`src/rtl/phys_free_list_pkg.sv`:
```
// ----------------------------------------------------------------------------
// phys_free_list_pkg
//   Shared sizing constants, the commit-release record and the free-list FSM
//   state encoding for the physical register free list.
//   No ports (package).
// ----------------------------------------------------------------------------
package phys_free_list_pkg;

    localparam int NUM_PHYS_REG = 64;  // total physical registers (power of 2)
    localparam int NUM_ARCH_REG = 16;  // tags 0..NUM_ARCH_REG-1 start mapped
    localparam int FL_CAP       = NUM_PHYS_REG - NUM_ARCH_REG;
    localparam int TAG_W        = $clog2(NUM_PHYS_REG);
    localparam int PTR_W        = TAG_W + 1;  // MSB is the wrap bit

    // One commit-stage release: the old mapping of a committing destination.
    typedef struct packed {
        logic             dst_v;
        logic [TAG_W-1:0] old_phys;
    } commit_rename_s;

    localparam int COMMIT_RENAME_WIDTH = $bits(commit_rename_s);

    typedef enum logic {
        FL_INIT,
        FL_RUN
    } fl_state_e;

endpackage

```
`src/rtl/phys_free_list_ptr_ctrl.sv`:
```
// ----------------------------------------------------------------------------
// phys_free_list_ptr_ctrl (fl_ptr_ctrl)
//   Head / commit-head / tail pointer registers of the circular free list and
//   the occupancy count derived from them.
// Ports:
//   clk_i, reset_i          clock, synchronous active-low reset
//   init_i                  INIT fill step: tail advances, nothing else moves
//   alloc_i                 allocation fired: head advances
//   push_i                  release accepted into storage: tail advances
//   commit_i                release seen (dst_v): commit head advances
//   mispredict_i            restore head from the updated commit head
//   head_o, commit_head_next_o, tail_o   pointers (wrap bit in MSB)
//   count_o                 tail - head
// ----------------------------------------------------------------------------
module phys_free_list_ptr_ctrl
    import phys_free_list_pkg::*;
(
    input  logic             clk_i,
    input  logic             reset_i,
    input  logic             init_i,
    input  logic             alloc_i,
    input  logic             push_i,
    input  logic             commit_i,
    input  logic             mispredict_i,
    output logic [PTR_W-1:0] head_o,
    output logic [PTR_W-1:0] commit_head_next_o,
    output logic [PTR_W-1:0] tail_o,
    output logic [PTR_W-1:0] count_o
);

    logic [PTR_W-1:0] head_q, head_d;
    logic [PTR_W-1:0] commit_head_q, commit_head_d;
    logic [PTR_W-1:0] tail_q, tail_d;

    always_comb begin
        head_d        = head_q;
        commit_head_d = commit_head_q;
        tail_d        = tail_q;
        if (init_i) begin
            tail_d = tail_q + PTR_W'(1);
        end else begin
            commit_head_d = commit_head_q + PTR_W'(commit_i);
            tail_d        = tail_q + PTR_W'(push_i);
            // The mispredicting instruction commits this cycle, so the
            // restored head already includes its commit-head increment.
            if (mispredict_i) begin
                head_d = commit_head_d;
            end else if (alloc_i) begin
                head_d = head_q + PTR_W'(1);
            end
        end
    end

    always_ff @(posedge clk_i) begin
        if (!reset_i) begin
            head_q        <= '0;
            commit_head_q <= '0;
            tail_q        <= '0;
        end else begin
            head_q        <= head_d;
            commit_head_q <= commit_head_d;
            tail_q        <= tail_d;
        end
    end

    assign head_o             = head_q;
    assign commit_head_next_o = commit_head_d;
    assign tail_o             = tail_q;
    // Modular subtraction in pointer width gives the occupancy across wraps.
    assign count_o            = tail_q - head_q;

endmodule

```
`src/rtl/phys_free_list.sv`:
```
// ----------------------------------------------------------------------------
// phys_free_list
//   Circular free list of physical register tags. Filled with tags
//   NUM_ARCH_REG..NUM_PHYS_REG-1 after reset, hands tags to rename through a
//   valid/ready handshake, takes back old mappings from commit, and restores
//   the speculative head from the committed head on a mispredict.
//
//   Handshake: fl_alloc_ready_o means fl_alloc_reg_o holds a free tag; a tag
//   is consumed on a clock edge where rename_alloc_v_i && fl_alloc_ready_o.
//   Ready never depends on rename_alloc_v_i.
//
//   Optional: define FREE_LIST_CHECK_EN to track per-tag membership and flag
//   duplicate frees on fl_dup_err_o (tied 0 otherwise).
// Ports:
//   clk_i, reset_i         clock, synchronous active-low reset
//   rename_alloc_v_i       rename wants a tag this cycle
//   fl_alloc_ready_o       a tag is available
//   fl_alloc_reg_o         tag at the head
//   rob_rename_valid_i     commit release valid
//   rob_rename_entry_i     packed commit_rename_s {dst_v, old_phys}
//   rob_mispredict_i       flush: restore the speculative head
//   fl_count_o             free count (tail - head)
//   fl_overflow_err_o      sticky: release dropped because the list was full
//   fl_dup_err_o           sticky: duplicate free
//   dbg_state_o            FSM state for observation
// ----------------------------------------------------------------------------
module phys_free_list
    import phys_free_list_pkg::*;
(
    input  logic                           clk_i,
    input  logic                           reset_i,
    input  logic                           rename_alloc_v_i,
    output logic                           fl_alloc_ready_o,
    output logic [TAG_W-1:0]               fl_alloc_reg_o,
    input  logic                           rob_rename_valid_i,
    input  logic [COMMIT_RENAME_WIDTH-1:0] rob_rename_entry_i,
    input  logic                           rob_mispredict_i,
    output logic [PTR_W-1:0]               fl_count_o,
    output logic                           fl_overflow_err_o,
    output logic                           fl_dup_err_o,
    output fl_state_e                      dbg_state_o
);

    fl_state_e        state_q;
    logic [PTR_W-1:0] init_cnt_q;
    logic             ovf_q;
    logic [TAG_W-1:0] mem_q [NUM_PHYS_REG];

    logic [PTR_W-1:0] head, commit_head_next, tail, count;
    commit_rename_s   entry;
    logic             in_init, in_run, alloc_fire, release_v, push, misp;

    assign entry      = commit_rename_s'(rob_rename_entry_i);
    assign in_init    = (state_q == FL_INIT);
    assign in_run     = (state_q == FL_RUN);
    assign misp       = in_run && rob_mispredict_i;
    assign fl_alloc_ready_o = in_run && (count != '0) && !rob_mispredict_i;
    assign alloc_fire = rename_alloc_v_i && fl_alloc_ready_o;
    assign release_v  = in_run && rob_rename_valid_i && entry.dst_v;
    // Fullness is judged on the count before this cycle's allocation.
    assign push       = release_v && (count < PTR_W'(FL_CAP));

    phys_free_list_ptr_ctrl u_ptr (
        .clk_i              (clk_i),
        .reset_i            (reset_i),
        .init_i             (in_init),
        .alloc_i            (alloc_fire),
        .push_i             (push),
        .commit_i           (release_v),
        .mispredict_i       (misp),
        .head_o             (head),
        .commit_head_next_o (commit_head_next),
        .tail_o             (tail),
        .count_o            (count)
    );

    always_ff @(posedge clk_i) begin
        if (!reset_i) begin
            state_q    <= FL_INIT;
            init_cnt_q <= '0;
            ovf_q      <= 1'b0;
        end else begin
            case (state_q)
                FL_INIT: begin
                    init_cnt_q <= init_cnt_q + PTR_W'(1);
                    if (init_cnt_q == PTR_W'(FL_CAP - 1)) begin
                        state_q <= FL_RUN;
                    end
                end
                FL_RUN: begin
                    if (release_v && !push) begin
                        ovf_q <= 1'b1;
                    end
                end
                default: state_q <= FL_INIT;
            endcase
        end
    end

    // Storage carries no reset; INIT rewrites every entry that can be read.
    always_ff @(posedge clk_i) begin
        if (reset_i) begin
            if (in_init) begin
                mem_q[tail[TAG_W-1:0]] <= TAG_W'(NUM_ARCH_REG) + init_cnt_q[TAG_W-1:0];
            end else if (push) begin
                mem_q[tail[TAG_W-1:0]] <= entry.old_phys;
            end
        end
    end

    assign fl_alloc_reg_o    = in_run ? mem_q[head[TAG_W-1:0]] : '0;
    assign fl_count_o        = count;
    assign fl_overflow_err_o = ovf_q;
    assign dbg_state_o       = state_q;

`ifdef FREE_LIST_CHECK_EN
    logic [NUM_PHYS_REG-1:0] in_list_q, in_list_d;
    logic                    dup_q, dup_set;
    logic [PTR_W-1:0]        span;
    logic [TAG_W-1:0]        off;

    // Entries in [commit_head_next, head) were handed out speculatively and
    // return to the list on a mispredict.
    assign span = head - commit_head_next;

    always_comb begin
        in_list_d = in_list_q;
        dup_set   = 1'b0;
        off       = '0;
        if (alloc_fire) begin
            in_list_d[fl_alloc_reg_o] = 1'b0;
        end
        if (push) begin
            dup_set                 = in_list_q[entry.old_phys];
            in_list_d[entry.old_phys] = 1'b1;
        end
        if (misp && (span <= PTR_W'(NUM_PHYS_REG))) begin
            for (int i = 0; i < NUM_PHYS_REG; i++) begin
                off = TAG_W'(i) - commit_head_next[TAG_W-1:0];
                if ({1'b0, off} < span) begin
                    in_list_d[mem_q[i]] = 1'b1;
                end
            end
        end
    end

    always_ff @(posedge clk_i) begin
        if (!reset_i) begin
            in_list_q <= {{FL_CAP{1'b1}}, {NUM_ARCH_REG{1'b0}}};
            dup_q     <= 1'b0;
        end else begin
            in_list_q <= in_list_d;
            if (dup_set) begin
                dup_q <= 1'b1;
            end
        end
    end

    assign fl_dup_err_o = dup_q;
`else
    assign fl_dup_err_o = 1'b0;
`endif

    // Wrap bits and the commit-head view only matter to the membership check.
    logic unused_ptr_bits;
    assign unused_ptr_bits = head[TAG_W] ^ tail[TAG_W] ^ (^commit_head_next);

endmodule

```
`config.mk`:
```
export PLATFORM = sky130hd
export DESIGN_NAME = phys_free_list
export DESIGN_NICKNAME = d
export VERILOG_FILES = /design/src/rtl/phys_free_list_pkg.sv /design/src/rtl/phys_free_list_ptr_ctrl.sv /design/src/rtl/phys_free_list.sv
export SDC_FILE = /design/constraint.sdc
export NUM_CORES = 1
export LEC_CHECK = 0
export BUFFER_PORTS_ARGS = -buffer_cell sky130_fd_sc_hd__buf_2
export CAP_MARGIN = 15
export CORE_MARGIN = 4
export CORE_UTILIZATION = 55
export CTS_CLUSTER_DIAMETER = 150
export DETAILED_ROUTE_END_ITERATION = 12
export PLACE_DENSITY = 0.73
export SYNTH_ARGS = -nofsm -noshare
export SYNTH_HDL_FRONTEND = slang
export SYNTH_SLANG_ARGS = --single-unit
```
`constraint.sdc`:
```
create_clock -name clk_i -period 6.09 [get_ports clk_i]
set_clock_uncertainty 0.1 [all_clocks]
set_input_delay 0 -clock clk_i [delete_from_list [all_inputs] [get_ports clk_i]]
set_output_delay 0 -clock clk_i [all_outputs]
set_load 0.03 [all_outputs]
```
==> summary.txt <==
Cells and area
  – Most frequent cells in the layout: edfxtp_1 (384), mux4_2 (120), nor2_1 (54)
  – Design area: 0.0191 mm^2
  – ANT cells: 0
  – Commonest non-fill, non-tap cell in the layout: edfxtp_1
  – Nets: between 900 and 1000
  – Area Growth Syn to Fin: 10.9%
  – Layout cells sized above 1: 25.1%

Placement
  – Routability congestion estimate: approximately 0.8
  – Post-DP HPWL: 21500 um
  – Port Buffer Count: 27
  – Post-DP Area: 0.0177 mm^2

Timing
  – Actual slew at the worst max-slew pin: 1.16 ns
  – Fin crit share: 70.3%
  – Hold Vio Cnt, Final: 0
  – Min Tclk post-route: 4.28 ns
  – Fmax achieved: 234 MHz
  – Slew Limit Fails: 0
  – Final setup fails: 0
  – Setup TNS: 0 ns
  – Max transition margin: 22.4%
  – Unrepaired setup endpoints after global routing: false

Logic synthesis
  – Synthesized cell area: 0.0172 mm^2
  – Synth area leaders: edfxtp_1 (67%), mux4_2 (16%), dfxtp_1 (4.2%)
  – Mapped Cells: 890
  – Count of unique library cells instantiated by Yosys: 60
  – Yosys top cell area share: 67.1%
  – Top cell type by total area after synthesis: edfxtp_1
  – Synth Warn #: 0
  – Post-synth EDFFs: 384
  – Yosys reg bits: 420
  – Register area share after synthesis: 71.3%
  – Syn_nets: 917
  – Asr flop ratio synth: 0%
  – Top_reg_cell synth: edfxtp_1
  – Post-Syn Area per Cell: a little under 20 um^2

Detailed routing
  – Via count: 8508
  – DR vias/cell: between 6 and 7
  – Antenna viol nets, final: 0
  – Post-Route WL: 35400 um
  – Post-route DRC: 0
  – WL/cell: approximately 26 um
  – Drt first pass iters: 5
  – Initial drt markers: 809

Global routing
  – Total GRT Usage: about a fifth
  – Global-route wire length before repair: 54000 um
  – Antenna violations before repair: 0
  – Overflow after GRT: 0
  – Largest net degree at the start of global routing: 65
  – Vias in the first global route: 8493

Clocking
  – Htree depth: 2
  – Worst-case clock buffer depth: 3
  – CTS buffer count: 43
  – CTS clk-pin slew, worst paths: 0.06 ns
  – CTS sink count: 420
  – CTS tree: yes
  – Clock Latency Late Sink: ~0.53 ns
  – Cts repair resizes: 0
  – Root buffer selected by CTS: clkbuf_16

Floorplanning
  – Std cell rows: 64
  – Ports: 29
  – Die width: 185 um
  – Initial core utilization: 55.9%
  – Die area: 0.0342 mm^2
  – Area of the core: ~0.031 mm^2
  – Die H: 185 um

Setup path
  – Slowest CP cell: or4_1
  – Worst path bufs/invs: 2
  – CP max FO: 28
  – CP arrival: 4.35 ns
  – Crit-path cells: inv_1 -> ha_1 -> inv_1 -> fa_1 -> a211oi_1 -> o21bai_1 -> a21oi_2 -> xnor2_4 -> a41oi_4 -> or4_1 -> nor2_1
  – Worst Setup Start Kind: flop
  – CP most frequent cell: inv_1
  – Max stage delay on crit path: 0.78 ns
  – Worst Path Required: ~6.2 ns
  – Delay-heaviest family, CP: simple AND/OR/NAND/NOR gates
  – Crit Path Category: reg -> reg
  – Crit. End Element: flop

Power and ir drop
  – Maximum VDD drop: 0.210 mV
  – Tot Pwr: about 5.8 mW
  – Pleak: 5.42 nW
  – Pwr/cell area: 303 mW/mm^2

Outcome
  – Status: complete, no violations

Hold path
  – HP Class: in -> reg

Flow run
  – Max-cap viol count: 0
[state kept, by name (all words and copies together), names as in the netlist, named ones only]
register,count
mem_q,384
u_ptr.head_o,7
dbg_state_o,1
fl_overflow_err_o,1
u_ptr.commit_head_q,7
u_ptr.tail_o,7
init_cnt_q,7
[cells in the mapped netlist (2+ instances only)]
cell type  count
dfxtp_1       36
nand3b_1       3
inv_1         15
xnor2_1       24
a211oi_2       2
buf_2          9
ha_1          14
nor3b_1        2
and2_1        16
a21boi_0       2
buf_6          2
a211oi_1       2
nand4_1        7
mux2i_1       17
mux2_4         5
nand3_1       17
a21oi_2        2
nor2_1        54
o21ai_0       12
nor3_1        25
mux4_2       120
edfxtp_1     384
or3_1          3
o22ai_1        6
a21oi_1       17
and3_1         2
buf_4          2
buf_1          4
o21a_1         2
nand2_1       13
a21boi_1       2
nor2b_1        8
xor2_1         4
clkbuf_1      31
[logic make-up after synthesis]
group	synth area share [%]
AND/OR/NAND/NOR	4.92
AO/OA/AOI/OAI	2.36
flip-flops	71.3
XOR/XNOR	1.59
other	0.0218
adder cells (fa/ha/maj)	1.14
multiplexers	17.1
buffers and inverters	1.57
[power by group]
part           internal (mW)  switching, mW  total (mW)
clock network           1.45           1.05        2.50
registers               3.15        0.00847        3.15
logic                 0.0346         0.0939       0.129
[worst register-to-register path, stage by stage (launching register included)]
cell and delay, ns:
dfxtp_1 0.37, inv_1 0.10, ha_1 0.18, inv_1 0.06
fa_1 0.40, a211oi_1 0.29, o21bai_1 0.15, a21oi_2 0.25
xnor2_4 0.23, a41oi_4 0.51, or4_1 0.79, nor2_1 0.50
[metrics by stage]
step           worst slack [ns]  hold slack, ns  std cells  utilization, %
6_report                   1.81          0.0225       1352            62.0
5_1_grt                    1.48          0.0731       1352            62.0
4_1_cts                    1.81         0.00169       1352            62.0
3_5_place_dp               1.84           0.234       1271            57.5
3_3_place_gp               1.95           0.230       1271            57.5
2_1_floorplan              1.17          0.0118        890               -
[layer usage]
metal | vias up | global-route usage, % | wire length (um)
met2 | 348 | 33.3 | 16900
met3 | 65 | 4.46 | 2530
met4 | 0 | 5.58 | 918
met1 | 4411 | 31.6 | 15000
li1 | 3684 | - | -
met5 | - | 0 | 0
[worst paths after layout]
| kind | endpoint | slack (ns) | cells after the start | from |
|---|---|---|---|---|
| max reg2reg | mem_q[5][1]$_DFFE_PP_ | 1.81 | 11 | u_ptr.tail_o[0]$_SDFF_PN0_ |
| max | mem_q[5][1]$_DFFE_PP_ | 1.81 | 11 | u_ptr.tail_o[0]$_SDFF_PN0_ |
| min | flop | 0.02 | 3 | rob_mispredict_i |
| min reg2reg | fl_overflow_err_o$_SDFFE_PN0P_ | 0.37 | 1 | fl_overflow_err_o$_SDFFE_PN0P_ |
[final cells by class]
cell class	count	area, um^2
Tap cell	396	495
Multi-Input combinational cell	407	4680
Timing Repair Buffer	37	220
Sequential cell	420	12300
Clock buffer	51	1130
Inverter	15	56.3
Clock inverter	26	221
Fill cell	2154	11700
[repair_timing]
action | 4_1_cts | 5_1_grt
hold buffers | 4 | 0
setup buffers | 0 | 0
hold endpoints to repair | 35 | 0
Note: power is estimated with default switching activity, not from simulation.
